$ cat src/rtl/router_input_fifo_pkg.sv
// Shared constants for the router input-port FIFO: default flit width and depth.
package router_input_fifo_pkg;

  localparam int DEFAULT_DATA_WIDTH = 32;
  localparam int DEFAULT_DEPTH      = 4;
  localparam int DEFAULT_PTR_W      = $clog2(DEFAULT_DEPTH);

endpackage : router_input_fifo_pkg

$ cat src/rtl/router_input_fifo_mem.sv
// Flit storage for the input FIFO: register array with synchronous write and
// asynchronous read. The contents are deliberately left out of reset.
module router_input_fifo_mem
  import router_input_fifo_pkg::*;
#(
  parameter int DATA_WIDTH = DEFAULT_DATA_WIDTH,
  parameter int DEPTH      = DEFAULT_DEPTH,
  parameter int PTR_W      = $clog2(DEPTH)
) (
  input  logic                  clk,
  input  logic                  i_we,
  input  logic [PTR_W-1:0]      i_waddr,
  input  logic [DATA_WIDTH-1:0] i_wdata,
  input  logic [PTR_W-1:0]      i_raddr,
  output logic [DATA_WIDTH-1:0] o_rdata
);

  logic [DATA_WIDTH-1:0] r_mem [DEPTH];

  always_ff @(posedge clk) begin
    if (i_we) begin
      r_mem[i_waddr] <= i_wdata;
    end
  end

  assign o_rdata = r_mem[i_raddr];

endmodule : router_input_fifo_mem

$ cat src/rtl/router_input_fifo.sv
// Router input port: first-word-fall-through FIFO capturing upstream flits,
// returning one credit per dequeue and flagging sticky overflow/underflow.
module router_input_fifo
  import router_input_fifo_pkg::*;
#(
  parameter int DATA_WIDTH = DEFAULT_DATA_WIDTH,
  parameter int DEPTH      = DEFAULT_DEPTH,
  parameter int PTR_W      = $clog2(DEPTH)
) (
  input  logic                  clk,
  input  logic                  rst,
  input  logic [DATA_WIDTH-1:0] datain,
  input  logic                  validin,
  input  logic                  rd_en,
  output logic [DATA_WIDTH-1:0] dataout,
  output logic                  empty,
  output logic                  full,
  output logic [PTR_W:0]        count,
  output logic                  credit_out,
  output logic                  overflow_err,
  output logic                  underflow_err
);

  localparam logic [PTR_W:0] CNT_FULL = (PTR_W+1)'(DEPTH);

  logic [PTR_W-1:0]      r_wr_ptr;
  logic [PTR_W-1:0]      r_rd_ptr;
  logic [PTR_W:0]        r_count;
  logic                  r_credit;
  logic                  r_ovf;
  logic                  r_unf;
  logic                  w_empty;
  logic                  w_full;
  logic                  w_rd_ok;
  logic                  w_wr_ok;
  logic [DATA_WIDTH-1:0] w_mem_rdata;
  logic [DATA_WIDTH-1:0] w_dataout;

  assign w_empty = (r_count == {(PTR_W+1){1'b0}});
  assign w_full  = (r_count == CNT_FULL);
  assign w_rd_ok = rd_en && !w_empty;
  // A full FIFO still accepts a flit when the head leaves in the same cycle.
  assign w_wr_ok = validin && (!w_full || w_rd_ok);

  router_input_fifo_mem #(
    .DATA_WIDTH (DATA_WIDTH),
    .DEPTH      (DEPTH),
    .PTR_W      (PTR_W)
  ) u_mem (
    .clk     (clk),
    .i_we    (w_wr_ok),
    .i_waddr (r_wr_ptr),
    .i_wdata (datain),
    .i_raddr (r_rd_ptr),
    .o_rdata (w_mem_rdata)
  );

  always_ff @(posedge clk or posedge rst) begin
    if (rst) begin
      r_wr_ptr <= {PTR_W{1'b0}};
      r_rd_ptr <= {PTR_W{1'b0}};
      r_count  <= {(PTR_W+1){1'b0}};
      r_credit <= 1'b0;
      r_ovf    <= 1'b0;
      r_unf    <= 1'b0;
    end else begin
      if (w_wr_ok) begin
        r_wr_ptr <= r_wr_ptr + PTR_W'(1);
      end
      if (w_rd_ok) begin
        r_rd_ptr <= r_rd_ptr + PTR_W'(1);
      end
      case ({w_wr_ok, w_rd_ok})
        2'b10:   r_count <= r_count + (PTR_W+1)'(1);
        2'b01:   r_count <= r_count - (PTR_W+1)'(1);
        default: r_count <= r_count;
      endcase
      r_credit <= w_rd_ok;
      if (validin && w_full && !rd_en) begin
        r_ovf <= 1'b1;
      end
      if (rd_en && w_empty) begin
        r_unf <= 1'b1;
      end
    end
  end

  always_comb begin
    w_dataout = {DATA_WIDTH{1'b0}};
    if (!w_empty) begin
      w_dataout = w_mem_rdata;
    end else begin
      w_dataout = {DATA_WIDTH{1'b0}};
    end
  end

  assign dataout       = w_dataout;
  assign empty         = w_empty;
  assign full          = w_full;
  assign count         = r_count;
  assign credit_out    = r_credit;
  assign overflow_err  = r_ovf;
  assign underflow_err = r_unf;

endmodule : router_input_fifo

$ cat config.mk
export PLATFORM = sky130hd
export DESIGN_NAME = router_input_fifo
export DESIGN_NICKNAME = d
export VERILOG_FILES = /design/src/rtl/router_input_fifo_pkg.sv /design/src/rtl/router_input_fifo_mem.sv /design/src/rtl/router_input_fifo.sv
export SDC_FILE = /design/constraint.sdc
export NUM_CORES = 1
export LEC_CHECK = 0
export CORE_MARGIN = 1
export CORE_UTILIZATION = 54
export CTS_BUF_LIST = sky130_fd_sc_hd__clkbuf_8 sky130_fd_sc_hd__clkbuf_16
export CTS_CLUSTER_SIZE = 14
export DETAILED_ROUTE_END_ITERATION = 10
export PLACE_DENSITY_LB_ADDON = 0.25
export SLEW_MARGIN = 20
export SYNTH_ARGS = -nofsm -noshare
export SYNTH_HDL_FRONTEND = slang
export SYNTH_SLANG_ARGS = --single-unit
$ cat constraint.sdc
create_clock -name clk -period 2.42 [get_ports clk]
set_input_delay 0.605 -clock clk [delete_from_list [all_inputs] [get_ports clk]]
set_output_delay 0.605 -clock clk [all_outputs]
set_load 0.1 [all_outputs]
==> summary.md <==
### Route
* total number of vias: 2777
* post-detailed-route via-to-cell ratio: 5.49
* first-pass iteration count of the detailed router: 6
* detailed-route wire length: 9840 um
* DRC violation total after the first TritonRoute iteration: 121
* remaining number of nets flagged by the antenna check after routing: 0
* per-cell routed wire length: 19.5 um
* total DRC errors in the routed layout: 0

### Clock network
* number of buffers inserted during clock tree synthesis: 17
* clock latency reported for the late side of the worst-skew pair: 520 ps
* TritonCTS clock tree: built
* Clock Sink Count: 138
* total of hold buffers inserted after clock tree synthesis: 0
* H-Tree Depth: 4
* Clk pin slew, worst setup/hold paths: 60 ps
* number of buffers on the longest clock path: 2
* clock root cell: sky130_fd_sc_hd__clkbuf_8

### Min path
* class of the most critical hold timing path: input port to asynchronous set/reset pin

### STA
* Max Fclk: 0.381 GHz
* Max-Slew Margin vs Limit: 72.1%
* setup slack after layout: -202 ps
* fin crit period: 2620 ps
* total of endpoints with negative setup slack in the final report: 32
* max-slew violations: 0
* Least-Margin Pin Slew: 418 ps
* Final Skew: 7.16 ps
* final hold violation count: 0
* RSZ-0062 raised after global routing: true
* ratio of final minimum period to clock period: 108%

### Logic synthesis
* most frequent cells after synthesis: sky130_fd_sc_hd__edfxtp_1 (128), sky130_fd_sc_hd__and2_1 (33), sky130_fd_sc_hd__mux4_2 (32)
* top cell type's share of synthesized area: 70.5%
* cell taking the most area after synthesis: sky130_fd_sc_hd__edfxtp_1
* most instantiated library cell after synthesis: sky130_fd_sc_hd__edfxtp_1
* Syn Std Cell Area: 5450 um2
* largest cells by area after synthesis: sky130_fd_sc_hd__edfxtp_1 (70%), sky130_fd_sc_hd__mux4_2 (13%), sky130_fd_sc_hd__dfrtp_1 (4.6%), sky130_fd_sc_hd__and2_1 (3.8%), sky130_fd_sc_hd__ha_1 (0.92%)
* number of synthesized flops with an enable pin: 128
* top_reg_cell synth: sky130_fd_sc_hd__edfxtp_1
* Mapped Avg Cell Area: 20.7 um2
* post-synth net total: 304
* Netlist cell types: 33
* warnings from Yosys: 0
* count of state elements after synthesis: 138
* share of flip-flops with an asynchronous set or reset: 7.25%
* share of the yosys chip area belonging to registers: 75.1%
* Gate Count Post-Synth: 263

### Worst setup path
* arrival time reported for the critical path endpoint: 2020 ps
* critical path class: flip-flop to output pin
* Crit Reg-Reg Endpoint: count[2]$_DFFE_PP0P_
* type of element capturing the critical path: output pin
* critical path fanouts, max: 17
* register-to-register path setup slack: 480 ps
* critical path startpoint category: flip-flop
* FF-to-FF Start: count[0]$_DFFE_PP0P_
* length in cells of the worst reg-to-reg path: 7
* worst path required time: 1810 ps
* worst setup path startpoint: r_rd_ptr[0]$_DFFE_PP0N_

### Cells and area
* register area: 4100 um2
* antenna diode count: 0
* relative area change from synthesis to final layout: 37.9%
* final cell count without fillers: 506
* number of nets in the layout: 401
* multi-input logic area: 1330 um2
* filler cell count in the final layout: 534
* share of post-route cells with drive strength above 1: 44.5%

### Global routing
* final global-route overflow total: 0
* total routing resource utilization after global routing: 21.4%
* vias in the first global route: 2976
* initial antenna violation count: 0
* global-route wire length before repair: 15600 um
* largest net degree at the start of global routing: 33

### Die
* core outline area: 9770 um2
* Die Y-Extent: 103 um
* total number of placement rows: 36
* full die area: 10500 um2
* starting density of the core: 55.8%
* Horiz. Die Dim: 103 um
* count of pins on the block boundary: 76

### Place
* placed wire-length estimate: 5770 um
* routability-driven placement congestion ratio: 0.722
* pre-CTS setup slack: 227 ps
* count of buffers from port buffering: 75
* number of placed instances with taps included: 471

### Run
* maxcap violations: 0

### Status
* violated checks: negative setup slack
* outcome: complete, but fails checks

-- routing by layer --
| layer | share of wire, % | routed length (um) | vias up | track usage, % |
|---|---|---|---|---|
| li1 | - | - | 1236 | - |
| met1 | 41 | 3990 | 1441 | 26.7 |
| met2 | 53 | 5230 | 80 | 35.3 |
| met3 | 4.3 | 428 | 20 | 5.49 |
| met4 | 2.0 | 194 | 0 | 10.1 |
| met5 | 0 | 0 | - | 0 |
-- layout make-up --
class	count	share of cell area [%]
Multi-Input combinational cell	103	17.7
Clock buffer	17	5.51
Sequential cell	138	54.5
Timing Repair Buffer	92	17.3
Inverter	8	0.399
Tap cell	133	2.21
Clock inverter	15	2.38
-- metrics by stage --
stage	hold slack, ps	util, %	TNS [ps]	cell area [um2]
floorplan	445	-	-3.11	5500
global placement	445	70.1	0	6850
detailed placement	446	70.1	0	6850
CTS	379	76.8	-6810	7510
global route	408	76.9	-7690	7520
finish	372	76.9	-5770	7520
-- worst max path at each step --
stage / endpoint / slack [ps] / depth (start not counted)
after floorplan: empty / -3 / 3
after global placement: count[1]$_DFFE_PP0P_ / 260 / 6
after detailed placement: count[1]$_DFFE_PP0P_ / 230 / 6
after CTS: dataout[10] / -240 / 4
after global routing: dataout[1] / -260 / 4
final: dataout[1] / -200 / 4
-- worst max-delay path, cell delays in order, from the launching register on --
cell,delay (ps)
sky130_fd_sc_hd__dfrtp_2,410
sky130_fd_sc_hd__buf_12,190
sky130_fd_sc_hd__mux4_2,520
sky130_fd_sc_hd__and2_4,190
sky130_fd_sc_hd__buf_12,160
-- cell families after synthesis --
logic type               share of synthesized area (%)
AO/OA/AOI/OAI                                     1.61
XOR/XNOR                                         0.803
adder cells (fa/ha/maj)                           1.28
buffers and inverters                             2.09
flip-flops                                        75.1
multiplexers                                      13.5
AND/OR/NAND/NOR                                   5.67
-- sequential cells by signal (all words and copies together), names as in the netlist --
signal         flops
u_mem.r_mem      128
underflow_err      1
credit_out         1
r_wr_ptr           2
count              3
r_rd_ptr           2
overflow_err       1
-- cell usage in the layout (no fill, tap or decap), drive strengths merged, types with 2 or more instances in the layout --
cell           count
dfrtp             10
clkinvlp           5
ha                 4
buf               57
edfxtp           128
clkdlybuf4s50     35
bufinv             3
xor2               2
clkbuf            17
nand3b             3
mux4              32
clkinv             4
and2              37
xnor2              3
inv               11
nor2               3
o211ai             2
-- what timing repair did --
action                     4_1_cts  5_1_grt
setup endpoints to repair       33       34
pin swaps                        6        4
cloned                           0        0
buffers inserted                 3        0
hold endpoints to repair         0        0
resized for setup               34        3
Power is left out: the tool's default activity adds up to more than one toggle a clock period on the data nets, which glitch-free logic cannot reach.
==> RTL change: new RTL, same flow settings <==
Set the package constant `DEFAULT_DEPTH` to 8 (it was 4).
--- a/src/rtl/router_input_fifo_pkg.sv
+++ b/src/rtl/router_input_fifo_pkg.sv
@@ -2,7 +2,7 @@
 package router_input_fifo_pkg;
 
   localparam int DEFAULT_DATA_WIDTH = 32;
-  localparam int DEFAULT_DEPTH      = 4;
+  localparam int DEFAULT_DEPTH      = 8;
   localparam int DEFAULT_PTR_W      = $clog2(DEFAULT_DEPTH);
 
 endpackage : router_input_fifo_pkg
Interface: changed (resized count); port bits go from 76 to 77. The function was not compared with the original's and may differ.
==> RTL change against the original RTL <==
The run still ends with negative setup slack left. Largest cell class unchanged. Setup slack worse by 0.30 ns. Critical path type unchanged. Final area is 88% higher. Sequential cell count is 131 higher. Clock skew is 0.0080 ns higher. Worst hold slack better by 0.074 ns. Routed wire length is 130% higher. Via count is 88% higher. Area after synthesis is 92% higher.
Power is not shown: default switching activity piles up to over one toggle a cycle in this logic, so the estimate is an artifact.
==> RTL change: results (changes against the original RTL) <==
* Status: complete, but fails checks
* Violated checks: negative setup slack
* Clock buffers at 29 (+12)
* Non-clock buffers at 128 (+39%)
* Hold Slack at 0.446 ns (+0.0739 ns)
* R2r setup slk at 0.12 ns (-0.36 ns)
* Vias in the first global route at 5634 (+89%)
* Syn Inst Count at 484 (+84%)
* Initial DRC Count at 372 (+210%)
* Final setup margin at -0.504 ns (-0.302 ns)
* Crit path max fanout at 8 (-9)
* Area of the multi-input gates at 2970 um^2 (+120%)
* Comb_multi_in at 186 (+81%)
* Clock Skew at 0.0152 ns (+0.00804 ns)
* Largest net degree at the start of global routing at 37 (+12%)
* Setup TNS Final at -13.56 ns (-7.79 ns)
* Seq/Total Area, Yosys at 0.766 (+0.0150)
* Register area at 8030 um^2 (+96%)
* Non-clock buffer share at 0.137 (-0.0356)
* First-pass GRT wire length at 33.0 mm (+110%)
* FFs w/ async S/R, synth at 0.0483 (-0.0241)
* Crit path DAT at 2.32 ns (+0.30 ns)
* Layout clock area frac at 0.0601 (-0.0188)
* Fin cells at 895 (+77%)
* Netlist cell types at 35 (+6.1%)
* Post-synth EDFFs at 256 (+100%)
* Relative slew slack at 0.626 (-0.0952)
* Share of cells above drive strength 1 at 0.447 (+0.00220)
* Core area at 18800 um^2 (+93%)
* Met1 usage at 0.307 (+0.0395)
* Placed Instances at 824 (+75%)
* GR Util All Layers at 0.229 (+0.0152)
* Nets@finish at 654 (+63%)
* Vias at 5212 (+88%)
* Root cell of the clock tree: clkbuf_16
* Most frequent cells after synthesis: edfxtp_1, mux4_2, nor2_1
* Post-Route WL at 22.7 mm (+130%)
* Worst reg2reg path depth at 9 (+2)
* Inverters at 3 (-5)
* Hpwl dp at 11.4 mm (+99%)
* M3 GR Usage at 0.0343 (-0.0206)
* Final Wtd Congestion at 0.713 (-1.2%)
* Clock sink count at 269 (+95%)
* Total CTS buffers at 27 (+10)
* DRT Pass-1 Iters at 4 (-2)
* # setup viols final at 33 (+3.1%)
* # port buffers at 76 (+1.3%)
* H-tree Lvls at 1 (-3)
* Number of setup buffers added after CTS at 12 (+9)
* Fill cells at 975 (+83%)
* Dpl cell area at 12600 um^2 (+83%)
* Fin util at 0.751 (-0.0187)
[RTL change: cell types whose count changed after synthesis, sizes merged, moves of 3 or more]
| cell | change |
|---|---|
| edfxtp | +128 |
| and2 | -37 |
| nor2 | +35 |
| mux2i | +33 |
| mux4 | +32 |
| buf | +10 |
| nand2 | +7 |
| nor3 | +6 |
| inv | -5 |
| a21oi | +3 |
| dfrtp | +3 |
| nand2b | +3 |
| nand3b | -3 |
[RTL change: layer usage]
layer,wire (um),share of wire,vias up
li1,-,-,2262
met1,9010,0.40,2740
met2,12000,0.53,184
met3,1310,0.057,26
met4,404,0.018,0
met5,0,0,-
[RTL change: cell families after synthesis]
family	count (synthesis)	share of synthesized area
AOI/OAI and AO/OA	14	0.0106
xor gates and xnor gates	6	0.00502
adders and majority gates	3	0.00359
buffers and inverters	29	0.0141
DFF	269	0.766
muxes	99	0.171
and+or+nand+nor	64	0.0295
